==> src/rtl/vga_sync_gen.sv <==
// vga_sync_gen -- VGA raster timing generator with a divided pixel tick.
//
// A clk divider produces a one-clk pixel tick (pix_en). Each tick advances
// the horizontal counter, and the vertical counter advances when the
// horizontal counter wraps. Sync pulses and blanked colour are registered
// on the tick, so hsync/vsync/rgb are mutually aligned and lag hpos/vpos by
// one pixel tick.
//
// Ports
//   clk          in   single clock, rising edge
//   reset        in   asynchronous, active-high reset
//   rgb_in[2:0]  in   {R,G,B} colour for the pixel at the current hpos/vpos
//   pix_en       out  one-clk pixel tick strobe
//   hpos[9:0]    out  horizontal pixel counter, 0..H_TOTAL-1
//   vpos[9:0]    out  vertical line counter, 0..V_TOTAL-1
//   display_on   out  current hpos/vpos lies in the visible area (combinational)
//   hsync        out  registered horizontal sync, active level SYNC_POL
//   vsync        out  registered vertical sync, active level SYNC_POL
//   rgb[2:0]     out  registered colour, forced to 0 outside the visible area
//   frame_start  out  one-clk pulse on the tick at hpos=0, vpos=0
module vga_sync_gen #(
  parameter int unsigned CLK_DIV  = 4,
  parameter int unsigned H_DISP   = 640,
  parameter int unsigned H_FP     = 16,
  parameter int unsigned H_SYNC   = 96,
  parameter int unsigned H_BP     = 48,
  parameter int unsigned V_DISP   = 480,
  parameter int unsigned V_FP     = 10,
  parameter int unsigned V_SYNC   = 2,
  parameter int unsigned V_BP     = 33,
  parameter int unsigned SYNC_POL = 0
) (
  input  logic       clk,
  input  logic       reset,
  input  logic [2:0] rgb_in,
  output logic       pix_en,
  output logic [9:0] hpos,
  output logic [9:0] vpos,
  output logic       display_on,
  output logic       hsync,
  output logic       vsync,
  output logic [2:0] rgb,
  output logic       frame_start
);

  localparam int unsigned DW      = (CLK_DIV > 1) ? $clog2(CLK_DIV) : 1;
  localparam int unsigned H_TOTAL = H_DISP + H_FP + H_SYNC + H_BP;
  localparam int unsigned V_TOTAL = V_DISP + V_FP + V_SYNC + V_BP;

  localparam logic [DW-1:0] DIV_MAX  = DW'(CLK_DIV - 1);
  localparam logic [9:0]    H_MAX    = 10'(H_TOTAL - 1);
  localparam logic [9:0]    V_MAX    = 10'(V_TOTAL - 1);
  localparam logic [9:0]    H_VIS    = 10'(H_DISP);
  localparam logic [9:0]    V_VIS    = 10'(V_DISP);
  localparam logic [9:0]    HS_FIRST = 10'(H_DISP + H_FP);
  localparam logic [9:0]    HS_LAST  = 10'(H_DISP + H_FP + H_SYNC - 1);
  localparam logic [9:0]    VS_FIRST = 10'(V_DISP + V_FP);
  localparam logic [9:0]    VS_LAST  = 10'(V_DISP + V_FP + V_SYNC - 1);
  localparam logic          SYNC_ACT = (SYNC_POL != 0);

  logic [DW-1:0] div_q, div_d;
  logic [9:0]    hpos_q, hpos_d;
  logic [9:0]    vpos_q, vpos_d;
  logic          hsync_q, hsync_d;
  logic          vsync_q, vsync_d;
  logic [2:0]    rgb_q, rgb_d;
  logic          tick, h_wrap, v_wrap, disp, hs_act, vs_act;

  always_comb begin
    tick   = (div_q == DIV_MAX);
    h_wrap = (hpos_q == H_MAX);
    v_wrap = (vpos_q == V_MAX);
    disp   = (hpos_q < H_VIS) && (vpos_q < V_VIS);
    hs_act = (hpos_q >= HS_FIRST) && (hpos_q <= HS_LAST);
    vs_act = (vpos_q >= VS_FIRST) && (vpos_q <= VS_LAST);

    div_d   = tick ? '0 : div_q + 1'b1;
    hpos_d  = hpos_q;
    vpos_d  = vpos_q;
    hsync_d = hsync_q;
    vsync_d = vsync_q;
    rgb_d   = rgb_q;

    if (tick) begin
      hpos_d  = h_wrap ? '0 : hpos_q + 10'd1;
      if (h_wrap) begin
        vpos_d = v_wrap ? '0 : vpos_q + 10'd1;
      end
      hsync_d = hs_act ? SYNC_ACT : ~SYNC_ACT;
      vsync_d = vs_act ? SYNC_ACT : ~SYNC_ACT;
      rgb_d   = disp ? rgb_in : '0;
    end
  end

  always_ff @(posedge clk or posedge reset) begin
    if (reset) begin
      div_q   <= '0;
      hpos_q  <= '0;
      vpos_q  <= '0;
      hsync_q <= ~SYNC_ACT;
      vsync_q <= ~SYNC_ACT;
      rgb_q   <= '0;
    end else begin
      div_q   <= div_d;
      hpos_q  <= hpos_d;
      vpos_q  <= vpos_d;
      hsync_q <= hsync_d;
      vsync_q <= vsync_d;
      rgb_q   <= rgb_d;
    end
  end

  // The tick is decoded from the divider, so it is masked with reset to keep
  // pix_en low during reset even when CLK_DIV=1 (divider always at its max).
  // This also makes the first tick cover the CLK_DIV-th clk after release.
  assign pix_en      = tick & ~reset;
  assign frame_start = pix_en & (hpos_q == '0) & (vpos_q == '0);
  assign hpos        = hpos_q;
  assign vpos        = vpos_q;
  assign display_on  = disp;
  assign hsync       = hsync_q;
  assign vsync       = vsync_q;
  assign rgb         = rgb_q;

endmodule

==> config.mk <==
export PLATFORM = sky130hd
export DESIGN_NAME = vga_sync_gen
export DESIGN_NICKNAME = d
export VERILOG_FILES = /design/src/rtl/vga_sync_gen.sv
export SDC_FILE = /design/constraint.sdc
export NUM_CORES = 1
export LEC_CHECK = 0
export ABC_AREA = 1
export BUFFER_PORTS_ARGS = -buffer_cell sky130_fd_sc_hd__buf_2
export CAP_MARGIN = 20
export CORE_ASPECT_RATIO = 1.4
export CORE_MARGIN = 2
export CORE_UTILIZATION = 53
export DETAILED_ROUTE_END_ITERATION = 16
export GPL_ROUTABILITY_DRIVEN = 0
export GPL_TIMING_DRIVEN = 0
export PLACE_DENSITY_LB_ADDON = 0.05
export SYNTH_ARGS = -nofsm -noshare
export SYNTH_HDL_FRONTEND = slang
export SYNTH_SLANG_ARGS = --single-unit
==> constraint.sdc <==
create_clock -name clk -period 1.65 [get_ports clk]
set_input_delay 0.2475 -clock clk [delete_from_list [all_inputs] [get_ports clk]]
set_output_delay 0.2475 -clock clk [all_outputs]
set_load 0.01 [all_outputs]
After elaboration in Yosys (flattened, before gate mapping) --
Index checks and enable logic that the tools add are counted. Widths: inputs -> output; s select.
Word-level totals: register bits 27, output and inout port bits 28, input bits 5
Operators by class: mux-type cells 6, order comparisons 6, bitwise logic cells 4, reductions and logical operators 6, add/sub/neg operators 3, eq/ne operators 3
Operators by type and width (count):
- $add 10x1->10 const B | 2
- $eq 10x10->1 const B | 2
- $logic_not 10->1 | 2
- $mux 10 | 2
- $ge 10x10->1 const B | 1
- $ge 10x9->1 const B | 1
- $le 10x10->1 const B | 1
- $le 10x9->1 const B | 1
- $lt 10x10->1 const B | 1
- $lt 10x9->1 const B | 1
- $and 1x1->1 | 3
- $logic_and 1x1->1 | 3
- $mux 3 | 1
- $add 2x1->2 const B | 1
- $eq 2x2->1 const B | 1
- $mux 1 | 2
- $mux 2 | 1
- $reduce_and 2->1 | 1
- $not 1->1 | 1

Longest topological paths before layout --
depth in word-level cells 4, gate-level depth with buffers 7, depth with buffers taken out 7

Worst setup path after synthesis --
OpenSTA, ideal clock, no wires.
path type register to output, start register div_q[0], end output frame_start, data required time 1.402 ns, arrival 1.296 ns, setup slack 0.107 ns, stages on the path, launching flop included 7, buffers on the path 1, cells stage by stage dfrtp_1 ha_1 buf_4 inv_2 nor2_1 nand3_1 nor2_1
On the way: cells in the longest elaborated chain, start to end 4
RTL lines:
- start: declaration | RTL line 61 | logic [DW-1:0] div_q, div_d;
- start signal: assignment | RTL line 104 | div_q <= div_d;
- $eq 2x2->1 | RTL line 70 | tick = (div_q == DIV_MAX);
- $and 1x1->1 | RTL line 116 | assign pix_en = tick & ~reset;
- net pix_en | RTL line 36 | output logic pix_en,
- $and 1x1->1 (2 in series) | RTL line 117 | assign frame_start = pix_en & (hpos_q == '0) & (vpos_q == '0);
- end: declaration | RTL line 43 | output logic frame_start
The timed path passes the listed nets, and every way through them passes these cells.

Worst setup path in the final report --
start register vpos_q[2] (netlist: vpos[2]), end output frame_start
On the way: cells in the longest elaborated chain, start to end 2
RTL lines:
- start: declaration | RTL line 63 | logic [9:0] vpos_q, vpos_d;
- start signal: assignment | RTL line 106 | vpos_q <= vpos_d;
- $logic_not 10->1 | RTL line 117
- $and 1x1->1 | RTL line 117
No other way between the ends.

==> impl_metrics.ini <==
[status]
status = finished with violations
violations = setup timing

[layout]
drive_above_1_share = 0.366
fin_nets = 249
final_cells = 275
fin_area_um2 = 1980
final_core_util = 0.702
area_growth_pct = 29.0
antennaDiodeCount = 0

[routing]
vias_per_cell = 5.20
final_antenna_net_count = 0
drt-total-wl_mm = 3.59
drc = 0
vias = 1430
drt-initial-drc-count = 25
routedWlPerCell_um = 13.0
firstDrtPassIters = 5

[synthesis]
yosysTopAreaCellShare = 0.407
yosysTopAreaCell = dfrtp_1
synth.ff_latch_count = 27
syn_avg_cell_area_um2 = 8.08
syn_area_um2 = 1540
yosysSeqAreaShare = 0.442
synthDistinctLibCells = 31
synthesis.nets = 200
ys_warn_count = 0
syn_inst = 190
synth_area_leaders = dfrtp_1 (41%), nand2_1 (11%), inv_1 (5.6%)

[grt]
grt_pass1_vias = 1336
grt_use_total = 0.219
grt_overflow_total = 0
antenna_found_initial = 0
grt_max_degree = 28
grt_pass1_wl_mm = 5.66

[worst_setup_path]
endpoint = frame_start
crit_start = vpos[2]
r2r.worst_path.cells = 8
crit_arrival_ns = 1.47
worst_setup_path_start_kind = flop
end_kind = output port
r2r-start = hpos[0]
rr_endpoint = vpos[3]
critPathRequiredTime_ns = 1.40
cp_max_fo = 8
criticalPathCategory = flop to output port
reg2reg_setup_slack_ns = 0.16

[timing]
tightestPinTransition_ns = 0.507
fin_setup_tns_ns = -0.0704
hold_viol = 0
period_share = 1.04
rsz0062_at_grt = yes
fin_crit_ns = 1.72
fin_ws_ns = -0.0704
setup_viol = 1
slew_violations = 0
fmax_mhz = 581
maxSlewHeadroom = 0.662
finClkSkew_ns = 0.00217

[pwr]
p_leak_nw = 1.01
ir_drop_mv = 0.464
power-per-cell-area_nw_per_um2 = 545

[clocking]
cts_tree = done
cts_made_buffers = 3
cts-root-buf = clkbuf_8
clk_pin_slew_worst_paths_ns = 0.09
clockBufferDepth = 2
clock_latency_ns = 0.27
h-tree-depth = 1
cts.sink_count = 27

[place]
pre_cts_ws_ns = -0.0257
place_inst = 259
port_buffers = 32
placed_area_um2 = 1740
place.detailed.hpwl_mm = 2.63

[die]
dieArea_um2 = 3350
fp-row-count = 23
core_um2 = 2820
fp.dieW_um = 49.5
initial_core_util = 0.544
io_pins = 33
die-height_um = 67.7

[worst_hold_path]
min_path_type = input pin to asynchronous set/reset pin

[flow_run]
cap_violations = 0
[worst max-delay path: stages, from the launching register on]
cell	delay, ns
dfrtp_1	0.51
nor4_2	0.31
nand4_1	0.12
nor2_1	0.12
buf_2	0.14
[through the flow]
stage,power (mW),hold WS (ns)
global placement,0.706,0.415
finish,1.08,0.0106
global route,1.11,0.0469
CTS,1.09,0.225
floorplan,0.694,0.299
detailed placement,0.707,0.422
[Yosys cell counts, drive strengths merged]
cell type / count
nand2: 47
dfrtp: 25
inv: 24
nor2: 20
nand3: 15
o21ai: 15
xor2: 9
nand4: 6
buf: 5
ha: 5
nor3: 5
a21oi: 2
dfstp: 2
nor4: 2
o21bai: 2
a21boi: 1
a31oi: 1
clkinv: 1
nand3b: 1
or2: 1
xnor2: 1
[flip-flops by register name (all words and copies together) (netlist names)]
signal  flops
div_q       2
hpos       10
hsync       1
rgb         3
vpos       10
vsync       1
[area by class of cell]
cell class,count,area [um^2]
clock inverters,1,7.51
well taps,37,46.3
multi-input cells,133,797
plain buffers,3,23.8
clock buffers,3,41.3
flip-flops and latches,27,684
inverters,25,95.1
repair buffers,46,285
fillers,250,840
[cell usage in the layout, fill, tap and decap left out, types with 2 or more instances in the layout]
master | netlist | final
xor2_1 | 9 | 9
nand4_1 | 6 | 6
ha_1 | 5 | 3
ha_4 | 0 | 2
o21bai_1 | 2 | 2
o21ai_1 | 1 | 2
nand3_1 | 13 | 13
inv_2 | 1 | 6
nor3_1 | 4 | 3
nor2_2 | 3 | 5
nand2_1 | 46 | 43
o21ai_0 | 12 | 11
nand2_2 | 1 | 4
buf_4 | 2 | 14
dfrtp_1 | 25 | 20
nor2_1 | 17 | 14
a21oi_1 | 2 | 2
inv_1 | 23 | 18
dfrtp_2 | 0 | 5
clkbuf_8 | 0 | 3
o21ai_2 | 2 | 2
dfstp_2 | 2 | 2
buf_2 | 2 | 33
[how the worst min path moves through the flow]
stage               startpoint       end  slack [ns]  cells past startpoint
finish                   reset   vpos[6]        0.01                      2
global route             reset   vpos[6]        0.05                      2
CTS                  rgb_in[0]    rgb[0]        0.23                      3
detailed placement    div_q[0]  div_q[0]        0.42                      1
global placement      div_q[0]  div_q[0]        0.41                      1
floorplan                reset  div_q[0]        0.30                      1
[report_power, final]
part / switching, mW / internal, mW / leakage, nW
logic: 0.0208 / 0.0140 / 0.651
registers: 0.00163 / 0.665 / 0.341
clock network: 0.207 / 0.171 / 0.0217
total: 0.230 / 0.850 / 1.01
[kinds of logic after synthesis]
group,share of synthesized area
buf+inv,0.0856
xor+xnor,0.0571
fa+ha+maj,0.0407
compound gates,0.0791
simple gates,0.296
flops,0.442
[routing by layer]
| layer | global-route usage | wire [um] |
|---|---|---|
| met1 | 0.253 | 1440 |
| met2 | 0.400 | 1900 |
| met3 | 0.0221 | 146 |
| met4 | 0.115 | 91 |
| met5 | 0 | 0 |
[repair_timing]
action,CTS,global route
setup endpoints to repair,3,6
resized for setup,15,11
setup buffers,9,4
hold buffers,0,0
pin swaps,4,3
(Power assumes the default switching activity.)
